==> src/rtl/alu_issue_unit.sv <==
// Issue stage for the 8-bit ALU. It accepts one register-format instruction,
// reads two operands from a local register file, captures the ALU result and writes it back.
module alu_issue_unit #(
  parameter int DATA_W   = 8,
  parameter int RF_DEPTH = 8,
  parameter int ADDR_W   = 3
) (
  input  logic              clk,
  input  logic              rst,
  input  logic              instr_valid,
  output logic              instr_ready,
  input  logic [15:0]       instr,
  input  logic              ext_we,
  input  logic [ADDR_W-1:0] ext_addr,
  input  logic [DATA_W-1:0] ext_data,
  output logic [DATA_W-1:0] alu_in1,
  output logic [DATA_W-1:0] alu_in2,
  output logic [2:0]        alu_opcode,
  input  logic [DATA_W-1:0] alu_data_out,
  input  logic [DATA_W-1:0] alu_flag_out,
  output logic [DATA_W-1:0] result,
  output logic [DATA_W-1:0] flags,
  output logic              done,
  output logic              busy,
  input  logic [ADDR_W-1:0] dbg_addr,
  output logic [DATA_W-1:0] dbg_data
);

  typedef enum logic [1:0] {IDLE, READ, EXEC, WB} state_t;

  state_t            state, state_nxt;
  logic [DATA_W-1:0] rf [RF_DEPTH];
  logic [2:0]        op_q;
  logic [ADDR_W-1:0] rd_q, rs1_q, rs2_q;
  logic              wb_en_q;
  logic              accept;

  assign accept = instr_valid && instr_ready;

  // NOTE: sequential state uses non-blocking assignments so every register
  // samples pre-edge values, independent of the order the blocks are evaluated in.
  always_ff @(posedge clk or posedge rst) begin
    if (rst) state <= IDLE;
    else     state <= state_nxt;
  end

  // NOTE: every output of this block gets a default first, so no path leaves
  // a signal unassigned and no latch is inferred.
  always_comb begin
    state_nxt   = state;
    instr_ready = 1'b0;
    busy        = 1'b1;
    done        = 1'b0;
    case (state)
      IDLE: begin
        instr_ready = !rst;
        busy        = 1'b0;
        if (instr_valid && !rst) state_nxt = READ;
      end
      READ: state_nxt = EXEC;
      EXEC: state_nxt = WB;
      WB: begin
        done      = 1'b1;
        state_nxt = IDLE;
      end
      default: state_nxt = IDLE;
    endcase
  end

  // The instruction is consumed at accept, so upstream may change instr freely afterwards.
  always_ff @(posedge clk or posedge rst) begin
    if (rst) begin
      op_q    <= '0;
      rd_q    <= '0;
      rs1_q   <= '0;
      rs2_q   <= '0;
      wb_en_q <= 1'b0;
    end else if (accept) begin
      op_q    <= instr[15:13];
      rd_q    <= instr[12:10];
      rs1_q   <= instr[9:7];
      rs2_q   <= instr[6:4];
      wb_en_q <= instr[3];
    end
  end

  // The ALU inputs are registered so they hold steady through the EXEC and WB cycles.
  always_ff @(posedge clk or posedge rst) begin
    if (rst) begin
      alu_in1    <= '0;
      alu_in2    <= '0;
      alu_opcode <= '0;
    end else if (state == READ) begin
      alu_in1    <= rf[rs1_q];
      alu_in2    <= rf[rs2_q];
      alu_opcode <= op_q;
    end
  end

  always_ff @(posedge clk or posedge rst) begin
    if (rst) begin
      result <= '0;
      flags  <= '0;
    end else if (state == EXEC) begin
      result <= alu_data_out;
      flags  <= alu_flag_out;
    end
  end

  // NOTE: the register file takes the async reset because every entry must read
  // zero afterwards; a plain RAM macro cannot be used here.
  // External preload writes happen only in IDLE and writeback only in WB, so the two never collide.
  always_ff @(posedge clk or posedge rst) begin
    if (rst) begin
      for (int i = 0; i < RF_DEPTH; i++) rf[i] <= '0;
    end else if (state == IDLE && ext_we) begin
      rf[ext_addr] <= ext_data;
    end else if (state == WB && wb_en_q) begin
      rf[rd_q] <= result;
    end
  end

  assign dbg_data = rf[dbg_addr];

endmodule

==> config.mk <==
export PLATFORM = sky130hd
export DESIGN_NAME = alu_issue_unit
export DESIGN_NICKNAME = d
export VERILOG_FILES = /design/src/rtl/alu_issue_unit.sv
export SDC_FILE = /design/constraint.sdc
export NUM_CORES = 1
export LEC_CHECK = 0
export BUFFER_PORTS_ARGS = -buffer_cell sky130_fd_sc_hd__clkbuf_2
export CAP_MARGIN = 20
export CORE_MARGIN = 4
export CORE_UTILIZATION = 48
export DETAILED_ROUTE_END_ITERATION = 7
export HOLD_SLACK_MARGIN = 0.08
export PLACE_DENSITY = 0.77
export SETUP_SLACK_MARGIN = 0.1
export SLEW_MARGIN = 20
export SYNTH_ARGS = -nofsm -noshare
export SYNTH_HDL_FRONTEND = slang
export SYNTH_SLANG_ARGS = --single-unit
==> constraint.sdc <==
create_clock -name clk -period 6.9 [get_ports clk]
set_input_delay 1.035 -clock clk [delete_from_list [all_inputs] [get_ports clk]]
set_output_delay 1.035 -clock clk [all_outputs]
set_load 0.01 [all_outputs]
* Yosys cells after proc, flatten, opt, wreduce, memory -nomap -nowiden
Index checks and enable logic that the tools add are counted.
Cells by class: $lt $le $gt $ge 7, equality and inequality tests 4, mux-type cells 22, bitwise gates (word level) 5, reductions and logical operators 9
Operator list (count):
- 64-bit bitwise mux | 2
- 64-bit two-way mux | 2
- 8-bit binary-select mux with 3-bit select | 3
- 8-bit two-way mux | 8
- 8-bit demux with 3-bit select | 2
- 4-bit greater-or-equal comparator, second input constant | 5
- 3-bit inverter with 4-bit output | 5
- 4-bit by 1-bit less-than comparator with 1-bit output, second input constant | 2
- 2-bit one-hot mux with 4 select lines | 1
- 1-bit logical AND | 6
- 2-bit equality test, second input constant | 2
- 1-bit two-way mux | 3
- 2-bit by 1-bit equality test with 1-bit output, second input constant | 1
- 2-bit zero test | 1
- 2-bit two-way mux | 1
- 2-bit != test, second input constant | 1
- 2-bit nonzero test | 1
- 1-bit zero test | 1
Storage, ports and cells: register bits after elaboration 114, input bits 50, output and inout bits 46, word-level logic and storage cells 66

* Longest topological paths before layout
Gate-level depths: netlist (run 1).
depth after elaboration 8, mapped depth 7, depth with buffers taken out 6

* Worst setup path after synthesis (run 1)
OpenSTA, ideal clock, no wires.
path type input to output, start input port dbg_addr[0], end output port dbg_data[0], data arrival time 2.304 ns, required time 5.865 ns, path slack 3.561 ns, stages 4, path buffers 2, cells stage by stage buf_4 buf_2 mux4_2 mux2_2
Between the ends: longest elaborated chain between the ends 4
RTL lines:
- start, declared | line 25 | input logic [ADDR_W-1:0] dbg_addr,
- 3-bit inverter with 4-bit output (implied by the code) | line 123 | assign dbg_data = rf[dbg_addr];
- 8-bit binary-select mux with 3-bit select | line 123
- 8-bit two-way mux (implied by the code) (2 in series) | line 123
- end, declared | line 26 | output logic [DATA_W-1:0] dbg_data
No other way between the ends. The select of a mux whose other input is x is not followed.

* Final worst setup path (run 1)
start input port dbg_addr[0], end output port dbg_data[3]
The elaborated chain is that of the path after synthesis.

==> results of run 1 <==
## routing by layer
layer,part of all wire (%),GRT usage [%],wire length [um],up-vias
met5,0,0,0,-
met3,8.1,7.89,1450,55
met1,40,29.8,7240,2511
li1,-,-,-,2250
met4,3.8,11.4,680,0
met2,48,37.4,8560,250
## metrics by stage
stage | instances | setup slack [ns] | hold WS, ns
detailed placement | 793 | 3.24 | 0.492
finish | 824 | 3.26 | 0.502
CTS | 824 | 3.24 | 0.503
global route | 824 | 3.15 | 0.515
floorplan | 557 | 2.85 | 0.474
global placement | 793 | 3.26 | 0.482
## worst max-delay path by stage
stage                                         to  slack (ns)  cells past startpoint
final                                dbg_data[3]        3.26                      4
after floorplan           alu_in1[0]$_DFFE_PP0N_        2.85                      1
after CTS                            dbg_data[6]        3.24                      4
after global routing                 dbg_data[3]        3.15                      4
after global placement               dbg_data[7]        3.26                      4
after detailed placement             dbg_data[3]        3.24                      4
## worst max-delay path, cell delays in order
cell and delay [ns]:
sky130_fd_sc_hd__clkbuf_2 0.53, sky130_fd_sc_hd__mux4_2 0.60, sky130_fd_sc_hd__mux2_2 0.29, sky130_fd_sc_hd__clkbuf_2 0.14
## state kept, by name, indices dropped and copies added (netlist names)
register    flops
rf             64
result          8
rd_q            3
state           2
wb_en_q         1
flags           8
op_q            3
rs1_q           3
alu_in1         8
alu_in2         8
rs2_q           3
alu_opcode      3
## cells by family after synthesis
kind of cell / share of synthesized area, %
AO/OA/AOI/OAI: 13.8
adder cells (fa/ha/maj): 0.758
buffers and inverters: 4.04
flip-flops: 43.2
multiplexers: 31.9
AND/OR/NAND/NOR: 6.27
## synth_stat cells, types with 2 or more instances
cell,n
sky130_fd_sc_hd__a222oi_1,4
sky130_fd_sc_hd__a22oi_1,35
sky130_fd_sc_hd__a32oi_2,2
sky130_fd_sc_hd__a32oi_4,2
sky130_fd_sc_hd__and2_1,5
sky130_fd_sc_hd__and3b_1,2
sky130_fd_sc_hd__buf_1,9
sky130_fd_sc_hd__buf_2,11
sky130_fd_sc_hd__buf_4,2
sky130_fd_sc_hd__clkbuf_1,13
sky130_fd_sc_hd__dfrtp_1,114
sky130_fd_sc_hd__ha_1,4
sky130_fd_sc_hd__inv_1,25
sky130_fd_sc_hd__mux2_2,89
sky130_fd_sc_hd__mux2_4,7
sky130_fd_sc_hd__mux2i_1,64
sky130_fd_sc_hd__mux4_2,16
sky130_fd_sc_hd__nand2_1,12
sky130_fd_sc_hd__nand2b_1,2
sky130_fd_sc_hd__nand3_1,31
sky130_fd_sc_hd__nor2_1,5
sky130_fd_sc_hd__nor2b_1,9
sky130_fd_sc_hd__o21a_1,4
sky130_fd_sc_hd__o21ai_0,75
sky130_fd_sc_hd__o2bb2ai_4,3
## power by group through the flow
stage	Clock, W	Combinational (W)	Sequential [W]
6_report	0.000800	0.00170	0.00129
5_1_grt	0.000850	0.00185	0.00133
4_1_cts	0.000809	0.00169	0.00128
3_5_place_dp	0	0.00167	0.00129
3_3_place_gp	0	0.00162	0.00125
2_1_floorplan	0	0.00121	0.00125
## layout make-up
class	instances	share of cell area, %
multi-input cells	382	45.3
flip-flops and latches	114	37.1
repair buffers	96	6.43
clock buffers	25	6.31
well taps	176	2.86
inverters	25	1.25
clock inverters	6	0.716
==> results.json, run 1 <==
{
  "fp.dieW_um": 125,
  "drive_above_1_share_pct": 38.0,
  "avgSynthCellArea_um2": 11.9,
  "sw_frac_of_total_pct": 38.7,
  "core_area_mm2": 0.0133,
  "n_antenna_cell": 0,
  "static-leakage-power_nw": 3.46,
  "max_slew.worst_pin.slew_ns": 1.01,
  "drc": 0,
  "post_synth_num_cell_types": 37,
  "cts_sinks": 114,
  "synth_top_cell_area_share_pct": 43.2,
  "dominantRegCellSynth": "sky130_fd_sc_hd__dfrtp_1",
  "drtIter0Drc": 476,
  "mostFrequentLayoutCells": "sky130_fd_sc_hd__dfrtp_1 (114), sky130_fd_sc_hd__clkbuf_2 (92), sky130_fd_sc_hd__mux2_2 (89), sky130_fd_sc_hd__o21ai_0 (75), sky130_fd_sc_hd__mux2i_1 (64)",
  "register_area_mm2": 0.00285,
  "synth_sequential_area_ratio_pct": 43.2,
  "slew_viol_final": 0,
  "finalHoldViolCount": 0,
  "setup.reg_to_reg.worst_slack_ns": 4.32,
  "post-synth-top-area-cell": "sky130_fd_sc_hd__dfrtp_1",
  "clock_tree_from_tritoncts": "yes",
  "cts_inserted_buffers": 17,
  "cts-htree-levels": 4,
  "final_util_pct": 57.6,
  "clock_skew_ns": 0.00795,
  "io-pin-count": 96,
  "setup.worst_path.start": "dbg_addr[0]",
  "port-buffer-count": 92,
  "vias": 5066,
  "synth.cell_area_mm2": 0.00660,
  "grt_pass1_wl_um": 28900,
  "yosysWarningCount": 0,
  "cp_launch_type": "input pin",
  "worstSkewPairLatency_ns": 0.42,
  "grt.overflow.total": 0,
  "floorplan.initialDensity_pct": 49.5,
  "worst_hold_path.num_cells": 1,
  "drt_pass1_iterations": 5,
  "rows": 42,
  "worst_setup_path_end_kind": "primary output",
  "critical_path.reg2reg.startpoint": "state[0]$_DFFE_PP0P_",
  "finalSetupTns_ns": 0,
  "timing.critical_path.arrival_ns": 2.60,
  "final_min_period_over_clock_period_pct": 52.7,
  "route.detailed.vias_per_inst": 6.15,
  "area_delta_synth_final_pct": 16.4,
  "p_comb_share_pct": 44.8,
  "layout_commonest_cell": "sky130_fd_sc_hd__dfrtp_1",
  "multi_input_comb_area_mm2": 0.00348,
  "whs_endpoint": "op_q[1]$_DFFE_PP0P_",
  "synth-seq-cells": 114,
  "seq_power_share_pct": 34.1,
  "fp.dieH_um": 125,
  "async_reset_ff_share_pct": 100,
  "gpl.final_weighted_congestion": 0.884,
  "grt_max_degree": 90,
  "die_area_mm2": 0.0157,
  "power_report.internal_total_w": 0.00232,
  "timing.rr.end": "rf[20]$_DFFE_PP0P_",
  "grt_setup_unrepaired": "no",
  "synth-edff-count": 0,
  "synth_cells": 557,
  "post_cts_hold_buffer_count": 0,
  "clockPowerShare_pct": 21.1,
  "cts_buffer_depth": 2,
  "cp_max_fo": 16,
  "max-cap-violations": 0,
  "worstSetupPathType": "input pin to primary output",
  "groute.usage.overall_pct": 23.8,
  "number_of_antenna_violations_at_the_first_check_in_global_routing": 0,
  "layout_min_cycle_time_ns": 3.64,
  "syn-num-nets": 611,
  "postCtsSetupBuffers": 0,
  "hold_path.class": "register to register",
  "routedWlPerCell_um": 21.8,
  "cts.clk_slew.worst_paths_ns": 0.05,
  "ranking_of_synthesized_cells_by_area": "sky130_fd_sc_hd__dfrtp_1 (43%), sky130_fd_sc_hd__mux2_2 (15%), sky130_fd_sc_hd__mux2i_1 (9.7%)",
  "run_status": "complete, no violations",
  "ant_nets": 0,
  "max_freq_ghz": 0.275,
  "beginning_of_the_worst_hold_path": "op_q[1]$_DFFE_PP0P_",
  "slew_headroom_pct": 32.5,
  "power.density_mw_per_mm2": 492,
  "r2r_cells": 5,
  "cp.required_ns": 5.86,
  "first_global_vias": 5299,
  "hpwl_um": 12100,
  "cts_root_buffer": "sky130_fd_sc_hd__clkbuf_16",
  "detail_route.wirelength_um": 17900,
  "fill_cells": 1120,
  "design.final.nets": 690,
  "layout.cell_area.non_filler_mm2": 0.00769,
  "ir_drop_v": 0.000256,
  "setup_viol_count_final": 0,
  "switchingPower_w": 0.00146,
  "postCtsResizedCells": 0,
  "post-layout-total-power_w": 0.00378,
  "dpl_cell_area_mm2": 0.00714
}
Power figures use the tool's default switching activity.
==> run 2: changes to the inputs <==
Settings changed: ABC_AREA set to 1, PLACE_DENSITY 0.77 to 0.76.
Clock period 6.9 ns to 3.5 ns, I/O delays scaled along.
==> results.json, run 2 <==
{
  "floorplan.initialDensity_pct": 49.2,
  "cp_launch_type": "input pin",
  "detail_route.wirelength_um": 23500,
  "number_of_antenna_violations_at_the_first_check_in_global_routing": 0,
  "p_comb_share_pct": 46.7,
  "ant_nets": 0,
  "worst_setup_path_end_kind": "primary output",
  "first_global_vias": 7045,
  "ranking_of_synthesized_cells_by_area": "sky130_fd_sc_hd__dfrtp_1 (40%), sky130_fd_sc_hd__nand2_1 (18%), sky130_fd_sc_hd__nand3_1 (13%)",
  "post-synth-top-area-cell": "sky130_fd_sc_hd__dfrtp_1",
  "finalHoldViolCount": 0,
  "rows": 44,
  "hpwl_um": 16300,
  "postCtsSetupBuffers": 0,
  "avgSynthCellArea_um2": 7.16,
  "design.final.nets": 1128,
  "post-layout-total-power_w": 0.00742,
  "slew_viol_final": 0,
  "clock_skew_ns": 0.00986,
  "drtIter0Drc": 1188,
  "routedWlPerCell_um": 18.5,
  "max_slew.worst_pin.slew_ns": 1.14,
  "run_status": "complete, no violations",
  "cts_inserted_buffers": 17,
  "synth-edff-count": 0,
  "n_antenna_cell": 0,
  "grt.overflow.total": 0,
  "vias": 7455,
  "setup_viol_count_final": 0,
  "area_delta_synth_final_pct": 14.8,
  "layout.cells.non_filler": 1269,
  "syn-num-nets": 1057,
  "die_area_mm2": 0.0170,
  "max_freq_ghz": 0.406,
  "largest_register_ff_count": 64,
  "power_report.internal_total_w": 0.00404,
  "synth.cell_area_mm2": 0.00718,
  "cp.required_ns": 2.97,
  "cts_root_buffer": "sky130_fd_sc_hd__clkbuf_16",
  "drt_pass1_iterations": 6,
  "cp_max_fo": 17,
  "async_reset_ff_share_pct": 100,
  "port-buffer-count": 92,
  "yosysMostFrequentCell": "sky130_fd_sc_hd__nand2_1",
  "post_cts_hold_buffer_count": 0,
  "drive_above_1_share_pct": 18.8,
  "post_synth_num_cell_types": 27,
  "clockPowerShare_pct": 21.9,
  "cts.clk_slew.worst_paths_ns": 0.05,
  "ir_drop_v": 0.000484,
  "layout.cell_area.non_filler_mm2": 0.00824,
  "switchingPower_w": 0.00337,
  "dpl_cell_area_mm2": 0.00769,
  "dp.cells": 1239,
  "max-cap-violations": 0,
  "synth_cells": 1003,
  "fp.dieW_um": 130,
  "setup.reg_to_reg.worst_slack_ns": 1.18,
  "static-leakage-power_nw": 4.34,
  "worst_slack_ns": 1.04,
  "io-pin-count": 96,
  "fp.dieH_um": 130,
  "place_ws_ns": 1.11,
  "gpl.final_weighted_congestion": 0.954,
  "yosysWarningCount": 0,
  "route.detailed.vias_per_inst": 5.87,
  "cts_sinks": 114,
  "synth-seq-cells": 114,
  "timing.critical_path.arrival_ns": 1.94,
  "hold_path.class": "input pin to async pin",
  "core_area_mm2": 0.0146,
  "layout_min_cycle_time_ns": 2.46,
  "layout_commonest_cell": "sky130_fd_sc_hd__nand2_1",
  "cts_buffer_depth": 2,
  "synth_sequential_area_ratio_pct": 39.7,
  "grt_pass1_wl_um": 37400,
  "dominantRegCellSynth": "sky130_fd_sc_hd__dfrtp_1",
  "seq_power_share_pct": 31.5,
  "grt_setup_unrepaired": "no",
  "cts-htree-levels": 4,
  "critical_path.reg2reg.startpoint": "rs2_q[1]$_DFFE_PP0P_",
  "power.density_mw_per_mm2": 900,
  "clock_tree_from_tritoncts": "yes",
  "postCtsResizedCells": 0,
  "worstSetupPathType": "input pin to primary output",
  "drc": 0,
  "groute.usage.overall_pct": 28.7,
  "sw_frac_of_total_pct": 45.5,
  "max_flop_register": "rf",
  "timing.rr.end": "alu_in2[6]$_DFFE_PP0N_",
  "final_min_period_over_clock_period_pct": 70.4,
  "post_synth_most_frequent_cells": "sky130_fd_sc_hd__nand2_1 (346), sky130_fd_sc_hd__nand3_1 (184), sky130_fd_sc_hd__dfrtp_1 (114), sky130_fd_sc_hd__inv_1 (77), sky130_fd_sc_hd__o22ai_1 (64)",
  "finalSetupTns_ns": 0,
  "slew_headroom_pct": 24.2,
  "worstSkewPairLatency_ns": 0.42,
  "r2r_cells": 5,
  "mostFrequentLayoutCells": "sky130_fd_sc_hd__nand2_1 (346), sky130_fd_sc_hd__nand3_1 (184), sky130_fd_sc_hd__dfrtp_1 (114), sky130_fd_sc_hd__clkbuf_2 (92), sky130_fd_sc_hd__inv_1 (76)",
  "synth_top_cell_area_share_pct": 39.7,
  "grt_max_degree": 84
}
[run 2: cells by family (layout without fill, tap and decap cells)]
kind of cell	Yosys count	in the layout	share of synthesized area (%)
AND/OR/NAND/NOR	585	585	37.2
AO/OA/AOI/OAI	140	140	10.9
buffers and inverters	140	222	8.35
flip-flops	114	114	39.7
multiplexers	20	20	3.14
adder cells (fa/ha/maj)	4	4	0.697
[run 2: worst max-delay path, cell delays in order]
cell and delay (ns):
sky130_fd_sc_hd__clkbuf_2 0.33, sky130_fd_sc_hd__inv_1 0.35, sky130_fd_sc_hd__a21oi_1 0.21, sky130_fd_sc_hd__o21ai_0 0.12
sky130_fd_sc_hd__nand2_1 0.10, sky130_fd_sc_hd__nand2_1 0.05, sky130_fd_sc_hd__nand2_1 0.10, sky130_fd_sc_hd__clkbuf_2 0.15
[run 2: metrics by stage]
step / hold slack, ns / util [%]
global route: 0.295 / 56.5
floorplan: 0.440 / -
global placement: 0.452 / 52.7
finish: 0.263 / 56.5
detailed placement: 0.460 / 52.7
CTS: 0.257 / 56.5
[run 2: layout make-up]
type | count | area, um^2
fill | 1372 | 6350
inverter | 93 | 360
clock buffer | 20 | 467
multi-input combinational | 749 | 3730
timing repair buffer | 99 | 517
clock inverter | 10 | 86.3
tap | 184 | 230
sequential | 114 | 2850
[run 2: how the worst max path moves through the flow]
stage	to	from	slack [ns]	cells after the start
3_3_place_gp	dbg_data[4]	dbg_addr[1]	1.12	8
6_report	dbg_data[2]	dbg_addr[1]	1.04	8
2_1_floorplan	state[1]$_DFFE_PP0P_	rst	0.62	4
5_1_grt	dbg_data[4]	dbg_addr[1]	0.88	8
4_1_cts	dbg_data[4]	dbg_addr[1]	1.11	8
3_5_place_dp	dbg_data[4]	dbg_addr[1]	1.11	8
[run 2: power by group through the flow]
stage / Clock (W) / Combinational, W / Sequential [W]
2_1_floorplan: 0 / 0.00249 / 0.00218
3_3_place_gp: 0 / 0.00333 / 0.00231
3_5_place_dp: 0 / 0.00339 / 0.00232
4_1_cts: 0.00164 / 0.00341 / 0.00231
5_1_grt: 0.00170 / 0.00385 / 0.00238
6_report: 0.00162 / 0.00346 / 0.00234
[run 2: routing by layer]
metal	GRT usage (%)	wire (um)	up-vias
met5	0	0	-
met4	14.4	1220	0
met3	7.98	2790	94
met2	41.9	10000	491
met1	39.0	9440	3381
li1	-	-	3489
